### config.mk
export PLATFORM = sky130hd
export DESIGN_NAME = fsm_run_generator
export DESIGN_NICKNAME = d
export VERILOG_FILES = /design/src/rtl/fsm_run_generator.sv
export SDC_FILE = /design/constraint.sdc
export NUM_CORES = 1
export LEC_CHECK = 0
export ABC_AREA = 1
export BUFFER_PORTS_ARGS = -buffer_cell sky130_fd_sc_hd__buf_2
export CAP_MARGIN = 20
export CELL_PAD_IN_SITES_DETAIL_PLACEMENT = 1
export CELL_PAD_IN_SITES_GLOBAL_PLACEMENT = 2
export CORE_MARGIN = 1.5
export CORE_UTILIZATION = 27
export DETAILED_ROUTE_END_ITERATION = 10
export PLACE_DENSITY = 0.87
export SYNTH_ARGS = -nofsm -noshare
export SYNTH_HDL_FRONTEND = slang
export SYNTH_SLANG_ARGS = --single-unit
export TNS_END_PERCENT = 30
### constraint.sdc
create_clock -name clk -period 2.25 [get_ports clk]
set_input_delay 0.3375 -clock clk [delete_from_list [all_inputs] [get_ports clk]]
set_output_delay 0.3375 -clock clk [all_outputs]
set_load 0.1 [all_outputs]
### src/rtl/fsm_run_generator.sv
// -----------------------------------------------------------------------------
// fsm_run_generator
//
// Serial run-length pattern transmitter. It accepts "emit bit B for N
// consecutive cycles" commands over a valid/ready handshake and drives them
// out one bit per clock. Back-to-back commands are chained with no idle gap.
// Its `out` is intended to feed the `in` of a run detector.
//
// Optional feature macro: FSM_RUNGEN_PREDICT_EN
//   defined   : `match` flags every cycle in which four identical valid bits
//               have just been driven. The flag is aligned with `out`, so a
//               4-in-a-row detector on `out` asserts one cycle later.
//   undefined : the history logic is absent and `match` is tied to 0.
//
// Parameters
//   LEN_W      width of cmd_len; run lengths 0 .. 2^LEN_W-1
//
// Ports
//   clk        single clock, rising-edge
//   reset      synchronous, active-low
//   cmd_valid  command present
//   cmd_ready  a command can be accepted this cycle (combinational)
//   cmd_bit    bit value to emit
//   cmd_len    number of cycles to emit cmd_bit (0 = consume, emit nothing)
//   out        serial bit, 0 whenever out_valid is 0
//   out_valid  out carries a command bit this cycle
//   busy       run in progress (same as out_valid)
//   match      four-in-a-row predictor flag
//
// State table
//   state | meaning
//   IDLE  | no run active; ready for a command
//   RUN   | emitting cur_bit; remain = bits still to emit after this one
// -----------------------------------------------------------------------------
module fsm_run_generator #(
    parameter int LEN_W = 4
) (
    input  logic             clk,
    input  logic             reset,
    input  logic             cmd_valid,
    output logic             cmd_ready,
    input  logic             cmd_bit,
    input  logic [LEN_W-1:0] cmd_len,
    output logic             out,
    output logic             out_valid,
    output logic             busy,
    output logic             match
);

    typedef enum logic {
        S_IDLE = 1'b0,
        S_RUN  = 1'b1
    } state_t;

    state_t           state;
    logic             cur_bit;
    logic [LEN_W-1:0] remain;

    logic             run_last;
    logic             accept;
    logic             load;

    // The last bit of a run is the only RUN cycle in which a new command can
    // be taken; taking it there is what removes the gap between commands.
    assign run_last  = (state == S_RUN) && (remain == '0);
    assign cmd_ready = reset & ((state == S_IDLE) | run_last);
    assign accept    = cmd_valid & cmd_ready;

    // Zero-length commands are consumed by the handshake but start nothing.
    assign load      = accept & (cmd_len != '0);

    always_ff @(posedge clk) begin
        if (!reset) begin
            state   <= S_IDLE;
            cur_bit <= 1'b0;
            remain  <= '0;
        end else begin
            case (state)
                S_IDLE: begin
                    if (load) begin
                        state   <= S_RUN;
                        cur_bit <= cmd_bit;
                        remain  <= cmd_len - LEN_W'(1);
                    end
                end
                S_RUN: begin
                    if (remain != '0) begin
                        remain <= remain - LEN_W'(1);
                    end else if (load) begin
                        cur_bit <= cmd_bit;
                        remain  <= cmd_len - LEN_W'(1);
                    end else begin
                        state <= S_IDLE;
                    end
                end
                default: begin
                    state <= S_IDLE;
                end
            endcase
        end
    end

    assign out_valid = (state == S_RUN);
    assign busy      = out_valid;
    assign out       = cur_bit & out_valid;

`ifdef FSM_RUNGEN_PREDICT_EN
    // hist[0] is the bit driven one cycle ago, hist[2] three cycles ago.
    // vcnt counts preceding consecutive valid cycles, saturating at 3, so
    // history entries are only trusted once three of them are real.
    logic [2:0] hist;
    logic [1:0] vcnt;

    always_ff @(posedge clk) begin
        if (!reset) begin
            hist <= 3'b000;
            vcnt <= 2'd0;
        end else if (out_valid) begin
            hist <= {hist[1:0], cur_bit};
            if (vcnt != 2'd3) begin
                vcnt <= vcnt + 2'd1;
            end
        end else begin
            hist <= 3'b000;
            vcnt <= 2'd0;
        end
    end

    assign match = out_valid & (vcnt == 2'd3) & (hist == {3{cur_bit}});
`else
    assign match = 1'b0;
`endif

endmodule

==> impl_metrics.csv, run 1 <==
group,metric,value,unit
outcome,status,"complete, no violations",
global_routing,grt_first_pass_wirelength,1.83,mm
layout,layout-drive-gt1-share,31.7,%
layout,nets,94,
clock_network,clk_latency,250,ps
worst_setup_path,crit_type,"reg2out",
logic_synthesis,syn-num-nets,81,
layout,final_common_cell,"inv_1",
place,hpwl,865,microns
clock_network,cts_buffers,3,
global_routing,antenna_found_initial,0,
worst_setup_path,worst_ep_arrival_time,1630,ps
layout,final_core_util,33.3,%
floorplan,die_area,2050,sq um
logic_synthesis,synth_cell_types,20,
logic_synthesis,ys_async_sr_fraction,0,%
power_and_ir_drop,p_leak,0.312,nW
clock_network,clkSlewWorstSetupHoldPaths,50,ps
layout,multiInputGateArea,288,sq um
power_and_ir_drop,intPower,0.257,mW
power_and_ir_drop,switching_share,46.7,%
floorplan,die_w,45.3,microns
hold_path,min_from,"cmd_bit",
hold_path,holdPathEnd,"cur_bit",
logic_synthesis,netlist_instances,71,
power_and_ir_drop,p_clk_share,21.4,%
power_and_ir_drop,seqPwrFrac,31.9,%
route,viasPerCell,4.30,
clock_network,postCtsHoldBufs,0,
timing,max_freq,0.508,GHz
route,wl_per_cell,9.75,microns
floorplan,fp-row-count,15,
worst_setup_path,startpoint_type,"register",
timing,drv_slew,0,
power_and_ir_drop,p_comb_share,46.8,%
clock_network,htree_levels,1,
clock_network,clkSinkCount,6,
place,portBuffers,11,
worst_setup_path,critPathMaxFanout,7,
layout,final_cell_mix,"inv_1 (14), nand2_1 (11), buf_2 (11), nor2_1 (6), dfxtp_1 (6)",
floorplan,pin_count,13,
clock_network,cts_resized,0,
run,drv_cap,0,
clock_network,clock-root-buffer,"clkbuf_4",
power_and_ir_drop,ir_drop,0.249,mV
timing,rsz0062_at_grt,"false",
logic_synthesis,ys_seq_elements,6,
floorplan,die_h,45.3,microns
global_routing,grt_start_max_net_pins,9,
hold_path,whs_path_depth,3,
timing,period_share,87.5,%
place,globalplace.congestion,0.781,
route,drt_iter0_drc,7,
route,wirelength,1.04,mm
power_and_ir_drop,power_density,848,nW/um^2
clock_network,cts_tree,"done",
worst_setup_path,r2r-start,"remain[0]",
logic_synthesis,synth_area,483,sq um
timing,setup_tns,0,ps
floorplan,fp.coreArea,1710,sq um
logic_synthesis,syn_area_per_cell,6.80,sq um
power_and_ir_drop,switchingPower,0.225,mW
route,vias,460,
timing,setup_viol,0,
route,remaining_drc_errors,0,
hold_path,hp-class,"in2reg",
timing,hold_violations,0,
timing,skew,2.05,ps
timing,min_period,1970,ps
worst_setup_path,end_kind,"primary output",
global_routing,grt.overflow.total,0,
logic_synthesis,synth_edf_count,0,
worst_setup_path,cp.required,1910,ps
clock_network,cts_buffer_depth,2,
logic_synthesis,synth.yosys.warnings,0,
layout,area_growth,17.9,%
route,first_pass_iters,4,
clock_network,postCtsSetupBuffers,0,
layout,fillCellCount,245,
global_routing,grt_pass1_vias,467,
worst_setup_path,rrSetupSlack,920,ps
worst_setup_path,r2r_end,"remain[2]",
global_routing,grt_usage,13.3,%
layout,register_area,120,sq um
logic_synthesis,synth-main-ff-cell,"dfxtp_1",
layout,n_antenna_cell,0,
floorplan,start_util,28.3,%
route,ant_nets,0,
worst_setup_path,reg2reg_depth,7,
logic_synthesis,seq_area_frac_synth,24.9,%
==> worst max-delay path, cell delays in order (launching register included) <==
cell and delay [ps]:
dfxtp_1 330, inv_1 100, ha_1 180, nand2_2 80
nand2_4 110, nand2_2 90, inv_1 70, buf_2 420
==> stage by stage <==
step | worst slack, ps | instance area (sq um) | instances | total power, mW | hold WS, ps
floorplan | 128 | 483 | 71 | 0.345 | 444
global placement | 576 | 547 | 104 | 0.381 | 458
detailed placement | 539 | 547 | 104 | 0.385 | 473
CTS | 261 | 569 | 107 | 0.494 | 315
global route | 192 | 569 | 107 | 0.523 | 349
finish | 281 | 569 | 107 | 0.483 | 317
==> worst max-delay path by stage <==
| stage | from | slack [ps] | to | cells after the start |
|---|---|---|---|---|
| 2_1_floorplan | busy | 130 | out | 2 |
| 3_3_place_gp | remain[0] | 580 | cmd_ready | 7 |
| 3_5_place_dp | remain[0] | 540 | cmd_ready | 7 |
| 4_1_cts | remain[0] | 260 | cmd_ready | 7 |
| 5_1_grt | remain[0] | 190 | cmd_ready | 7 |
| 6_report | remain[0] | 280 | cmd_ready | 7 |
==> logic make-up (layout without fill, tap and decap cells) <==
family	count (synthesis)	in the layout	synth area share [%]
buffers and inverters	17	28	15.5
AND/OR/NAND/NOR	33	33	36.0
other	1	1	0.776
flip-flops	6	6	24.9
XOR/XNOR	1	1	1.81
adder cells (fa/ha/maj)	2	2	5.18
AO/OA/AOI/OAI	11	11	15.8
==> final cells by class <==
cell class | count | share of cell area [%]
inverter | 14 | 9.23
tap | 25 | 5.49
sequential | 6 | 21.1
clock buffer | 3 | 3.96
timing repair buffer | 11 | 9.67
multi-input combinational | 48 | 50.5
==> power groups by stage <==
stage | Combinational [mW] | Clock, mW | Sequential [mW]
finish | 0.226 | 0.103 | 0.154
global route | 0.254 | 0.111 | 0.157
CTS | 0.230 | 0.110 | 0.154
detailed placement | 0.229 | 0 | 0.156
floorplan | 0.181 | 0 | 0.164
global placement | 0.226 | 0 | 0.155
==> flip-flops by register name, indices dropped and copies added, names as in the netlist <==
signal,count
cur_bit,1
remain,4
busy,1
==> cells in the mapped netlist, types with 2 or more instances <==
cell type	count	area, sq um
a21oi_1	3	15.0
buf_4	3	22.5
nand2_1	11	41.3
inv_1	14	52.6
o21ai_2	2	17.5
ha_1	2	25.0
nand4_1	2	12.5
o21ai_0	2	10.0
nor2_1	6	22.5
dfxtp_1	6	120
nor2_2	2	12.5
nand2_2	5	31.3
o21ai_1	2	10.0
nand3_1	5	25.0
==> routing by layer <==
| metal | global-route usage (%) | routed length, microns |
|---|---|---|
| met1 | 13.7 | 491 |
| met2 | 22.3 | 455 |
| met3 | 1.20 | 36 |
| met4 | 14.1 | 61 |
| met5 | 0 | 0 |
Power figures use the tool's default switching activity.
==> run 2, diff against run 1 <==
Settings changed: CELL_PAD_IN_SITES_DETAIL_PLACEMENT 1 to 0, CELL_PAD_IN_SITES_GLOBAL_PLACEMENT 2 to 1, CORE_UTILIZATION 27 to 35.
==> impl_metrics.csv, run 2 (synthesized netlist as in run 1, its figures left out) <==
group,metric,value,unit
outcome,status,"complete, no violations",
global_routing,grt_usage,16.1,%
power_and_ir_drop,switching_share,46.3,%
clock_network,cts_buffer_depth,2,
timing,drv_slew,0,
clock_network,cts_tree,"done",
power_and_ir_drop,ir_drop,0.336,mV
worst_setup_path,r2r-start,"remain[0]",
floorplan,die_h,40.1,microns
worst_setup_path,cp_top_family,"buffers and inverters",
hold_path,holdPathEnd,"cur_bit",
place,portBuffers,11,
timing,period_share,87.7,%
worst_setup_path,critPathMaxFanout,7,
worst_setup_path,crit_slowest_cell,"buf_2",
route,viasPerCell,4.57,
timing,setup_viol,0,
clock_network,postCtsSetupBuffers,0,
power_and_ir_drop,power_density,862,nW/um^2
layout,largest_register_ff_count,4,
clock_network,clkSinkCount,6,
route,drt_iter0_drc,5,
timing,fin_ws,278,ps
worst_setup_path,cp.required,1910,ps
worst_setup_path,startpoint_type,"register",
timing,setup_tns,0,ps
worst_setup_path,cp_cell_sequence,"inv_1 -> ha_1 -> nand2_2 -> nand2_4 -> nand2_2 -> inv_1 -> buf_2",
power_and_ir_drop,intPower,0.258,mW
floorplan,fp-row-count,13,
worst_setup_path,critical_path.max_stage_delay,420,ps
hold_path,min_from,"cmd_bit",
floorplan,pin_count,13,
layout,n_antenna_cell,0,
global_routing,grt_pass1_vias,445,
route,vias,443,
route,ant_nets,0,
layout,final_cell_mix,"inv_1 (14), nand2_1 (11), buf_2 (11), nor2_1 (6), dfxtp_1 (6)",
clock_network,htree_levels,1,
timing,hold_violations,0,
floorplan,die_area,1610,sq um
global_routing,grt_start_max_net_pins,9,
worst_setup_path,crit_type,"reg2out",
worst_setup_path,reg2reg_depth,7,
clock_network,postCtsHoldBufs,0,
worst_setup_path,rrSetupSlack,970,ps
place,globalplace.congestion,0.779,
worst_setup_path,worst_ep_arrival_time,1630,ps
clock_network,cts_buffers,3,
timing,skew,3.44,ps
global_routing,grt.overflow.total,0,
power_and_ir_drop,p_leak,0.312,nW
clock_network,cts_resized,0,
power_and_ir_drop,p_comb_share,47.3,%
worst_setup_path,critPathBufInv,3,
floorplan,start_util,37.1,%
route,remaining_drc_errors,0,
place,place_ws,542,ps
layout,fillCellCount,150,
worst_setup_path,r2r_end,"remain[2]",
hold_path,hp-class,"in2reg",
global_routing,antenna_found_initial,0,
layout,register_area,120,sq um
timing,max_freq,0.507,GHz
floorplan,fp.coreArea,1300,sq um
route,first_pass_iters,4,
layout,multiInputGateArea,288,sq um
clock_network,clk_latency,250,ps
place,hpwl,772,microns
hold_path,whs_path_depth,3,
clock_network,clock-root-buffer,"clkbuf_4",
power_and_ir_drop,power,0.480,mW
layout,nets,94,
power_and_ir_drop,p_clk_share,20.8,%
route,wirelength,895,microns
power_and_ir_drop,switchingPower,0.222,mW
layout,area_growth,15.3,%
power_and_ir_drop,seqPwrFrac,32.0,%
floorplan,die_w,40.1,microns
layout,max_flop_register,"remain",
route,wl_per_cell,9.23,microns
clock_network,clkSlewWorstSetupHoldPaths,40,ps
run,drv_cap,0,
layout,final_core_util,42.8,%
timing,rsz0062_at_grt,"false",
timing,min_period,1970,ps
global_routing,grt_first_pass_wirelength,1.69,mm
layout,layout-drive-gt1-share,31.7,%
worst_setup_path,end_kind,"primary output",
layout,final_common_cell,"inv_1",
==> run 2: power by group through the flow <==
| stage | logic (mW) | clock network, mW | registers (mW) |
|---|---|---|---|
| 2_1_floorplan | 0.181 | 0 | 0.164 |
| 3_3_place_gp | 0.224 | 0 | 0.155 |
| 3_5_place_dp | 0.227 | 0 | 0.155 |
| 4_1_cts | 0.229 | 0.104 | 0.153 |
| 5_1_grt | 0.257 | 0.108 | 0.156 |
| 6_report | 0.227 | 0.0997 | 0.153 |
==> run 2: per-stage QoR <==
| step | hold slack [ps] | std cells | area [sq um] |
|---|---|---|---|
| global placement | 464 | 94 | 534 |
| detailed placement | 460 | 94 | 534 |
| CTS | 312 | 97 | 557 |
| floorplan | 444 | 71 | 483 |
| global route | 327 | 97 | 557 |
| finish | 312 | 97 | 557 |
==> run 2: cell type report <==
type	instances	share of cell area, %
Sequential cell	6	21.6
Multi-Input combinational cell	48	51.7
Clock buffer	3	4.04
Inverter	14	9.44
Timing Repair Buffer	11	9.89
Tap cell	15	3.37
==> run 2: worst min-delay path, cell delays in order <==
cell     delay (ps)
buf_2            70
nand3_1          60
nand2_1          60
==> run 2: per-layer routing <==
metal | up-vias | wire length, microns | part of all wire (%) | track usage (%)
li1 | 243 | - | - | -
met1 | 184 | 408 | 46 | 17.2
met2 | 13 | 424 | 47 | 28.2
met3 | 3 | 51 | 5.7 | 6.67
met4 | 0 | 10 | 1.1 | 5.17
met5 | - | 0 | 0 | 0
==> run 2: worst max-delay path by stage <==
stage | cells after the start | end | startpoint | slack (ps)
after floorplan | 2 | out | busy | 130
after global placement | 7 | cmd_ready | remain[0] | 580
after detailed placement | 7 | cmd_ready | remain[0] | 540
after CTS | 7 | cmd_ready | remain[0] | 270
after global routing | 7 | cmd_ready | remain[0] | 180
final | 7 | cmd_ready | remain[0] | 280
==> run 3, diff against run 2 <==
Settings changed: CORE_MARGIN 1.5 to not set, CORE_UTILIZATION 35 to 30, PLACE_DENSITY 0.87 to 0.8, SKIP_CTS_REPAIR_TIMING set to 1.
Clock period 2.25 ns to 1.75 ns, I/O delays scaled along.
==> impl_metrics.csv, run 3 (synthesized netlist as in run 1, its figures left out) <==
group,metric,value,unit
clock_network,clkSlewWorstSetupHoldPaths,40,ps
global_routing,grt_first_pass_wirelength,1.61,mm
layout,final_common_cell,"inv_1",
global_routing,busiest_layer,"met2",
place,portBuffers,11,
clock_network,htree_levels,1,
route,remaining_drc_errors,0,
layout,largest_register_ff_count,4,
route,ant_nets,0,
route,wl_per_cell,9.67,microns
floorplan,pin_count,13,
timing,skew,1.60,ps
global_routing,grt_pass1_vias,379,
power_and_ir_drop,seqPwrFrac,31.4,%
clock_network,cts_buffer_depth,2,
route,viasPerCell,4.80,
worst_setup_path,rrSetupSlack,510,ps
outcome,status,"complete, no violations",
timing,setup_viol,0,
power_and_ir_drop,p_leak,0.316,nW
hold_path,hp-class,"in2reg",
timing,hold_violations,0,
global_routing,antenna_found_initial,0,
layout,n_antenna_cell,0,
worst_setup_path,cp.required,1490,ps
floorplan,fp.coreArea,1510,sq um
worst_setup_path,worst_ep_arrival_time,1380,ps
layout,area_growth,19.2,%
worst_setup_path,r2r_end,"remain[1]",
worst_setup_path,end_kind,"primary output",
layout,layout-drive-gt1-share,35.4,%
floorplan,die_w,42.1,microns
timing,period_share,93.7,%
timing,drv_slew,0,
global_routing,grt_usage,12.5,%
floorplan,fp-row-count,14,
timing,max_freq,0.610,GHz
floorplan,die_h,42.1,microns
worst_setup_path,r2r-start,"remain[0]",
clock_network,cts_tree,"done",
place,hpwl,751,microns
layout,max_flop_register,"remain",
route,vias,470,
power_and_ir_drop,switchingPower,0.287,mW
route,first_pass_iters,4,
global_routing,met3_usage,6.47,%
route,wirelength,948,microns
place,globalplace.congestion,0.748,
timing,min_period,1640,ps
worst_setup_path,startpoint_type,"register",
hold_path,whs_path_depth,3,
floorplan,start_util,32.1,%
layout,finalNonFillerCells,98,
global_routing,grt.overflow.total,0,
place,dpl.cell_count,95,
layout,final_cell_mix,"inv_1 (13), nand2_1 (11), buf_2 (10), nor2_1 (6)",
layout,nets,94,
worst_setup_path,crit_type,"reg2out",
clock_network,clkSinkCount,6,
run,drv_cap,0,
power_and_ir_drop,power_density,1100,nW/um^2
route,drt_iter0_drc,3,
global_routing,globalRouteMet1Util,14.8,%
power_and_ir_drop,intPower,0.344,mW
floorplan,die_area,1770,sq um
power_and_ir_drop,switching_share,45.4,%
worst_setup_path,reg2reg_depth,9,
clock_network,cts_buffers,3,
power_and_ir_drop,ir_drop,0.393,mV
timing,rsz0062_at_grt,"false",
clock_network,clk_latency,240,ps
hold_path,holdPathEnd,"cur_bit",
worst_setup_path,critPathMaxFanout,7,
layout,fillCellCount,162,
power_and_ir_drop,p_comb_share,48.4,%
hold_path,min_from,"cmd_bit",
timing,setup_tns,0,ps
clock_network,clock-root-buffer,"clkbuf_4",
global_routing,grt_start_max_net_pins,9,
global_routing,use_met2,19.7,%
power_and_ir_drop,p_clk_share,20.2,%
-- run 3: cell counts in the layout (fill, tap and decap cells not counted) --
Identical to the previous run, type by type.
-- run 3: power by group through the flow --
| stage | registers, mW | logic (mW) | clock network, mW |
|---|---|---|---|
| final | 0.198 | 0.306 | 0.127 |
| after global routing | 0.204 | 0.335 | 0.146 |
| after CTS | 0.197 | 0.304 | 0.136 |
| after detailed placement | 0.199 | 0.303 | 0 |
| after global placement | 0.199 | 0.303 | 0 |
| after floorplan | 0.212 | 0.232 | 0 |
-- run 3: worst max-delay path by stage --
stage	slack, ps	end	startpoint
after floorplan	30	cur_bit	remain[0]
after global placement	340	cmd_ready	remain[0]
after detailed placement	310	cmd_ready	remain[0]
after CTS	40	cmd_ready	remain[0]
after global routing	10	cmd_ready	remain[0]
final	110	cmd_ready	remain[0]
-- run 3: cell type report --
type                       count  area, sq um  share of cell area [%]
clock buffer                   3         22.5                    3.91
tap                           16         20.0                    3.48
multi-input combinational     48          288                    50.0
sequential                     6          123                    21.3
inverter                      14         52.6                    9.13
timing repair buffer          11         70.1                    12.2
-- run 3: stage by stage --
stage          utilization (%)  cell area [sq um]  worst slack (ps)  power, mW  hold WS [ps]
6_report                  38.2                576               110      0.631           249
5_1_grt                   38.2                576              14.1      0.685           266
4_1_cts                   38.1                574              40.1      0.637           251
3_5_place_dp              36.6                552               306      0.503           458
3_3_place_gp              36.6                552               339      0.502           456
2_1_floorplan                -                484              34.2      0.444           401
-- run 3: worst max-delay path, cell delays in order (launching register included) --
cell and delay [ps]:
dfxtp_2 320, inv_1 90, ha_1 180, nand2_2 80
nand2_4 120, nand2_2 90, inv_2 90, buf_12 170
-- run 3: metal layers --
metal / part of all wire [%] / routed length (microns) / vias up
met5: 0 / 0 / -
met4: 0 / 0 / 0
met3: 6.2 / 59 / 0
met2: 48 / 453 / 11
met1: 46 / 436 / 213
li1: - / - / 246
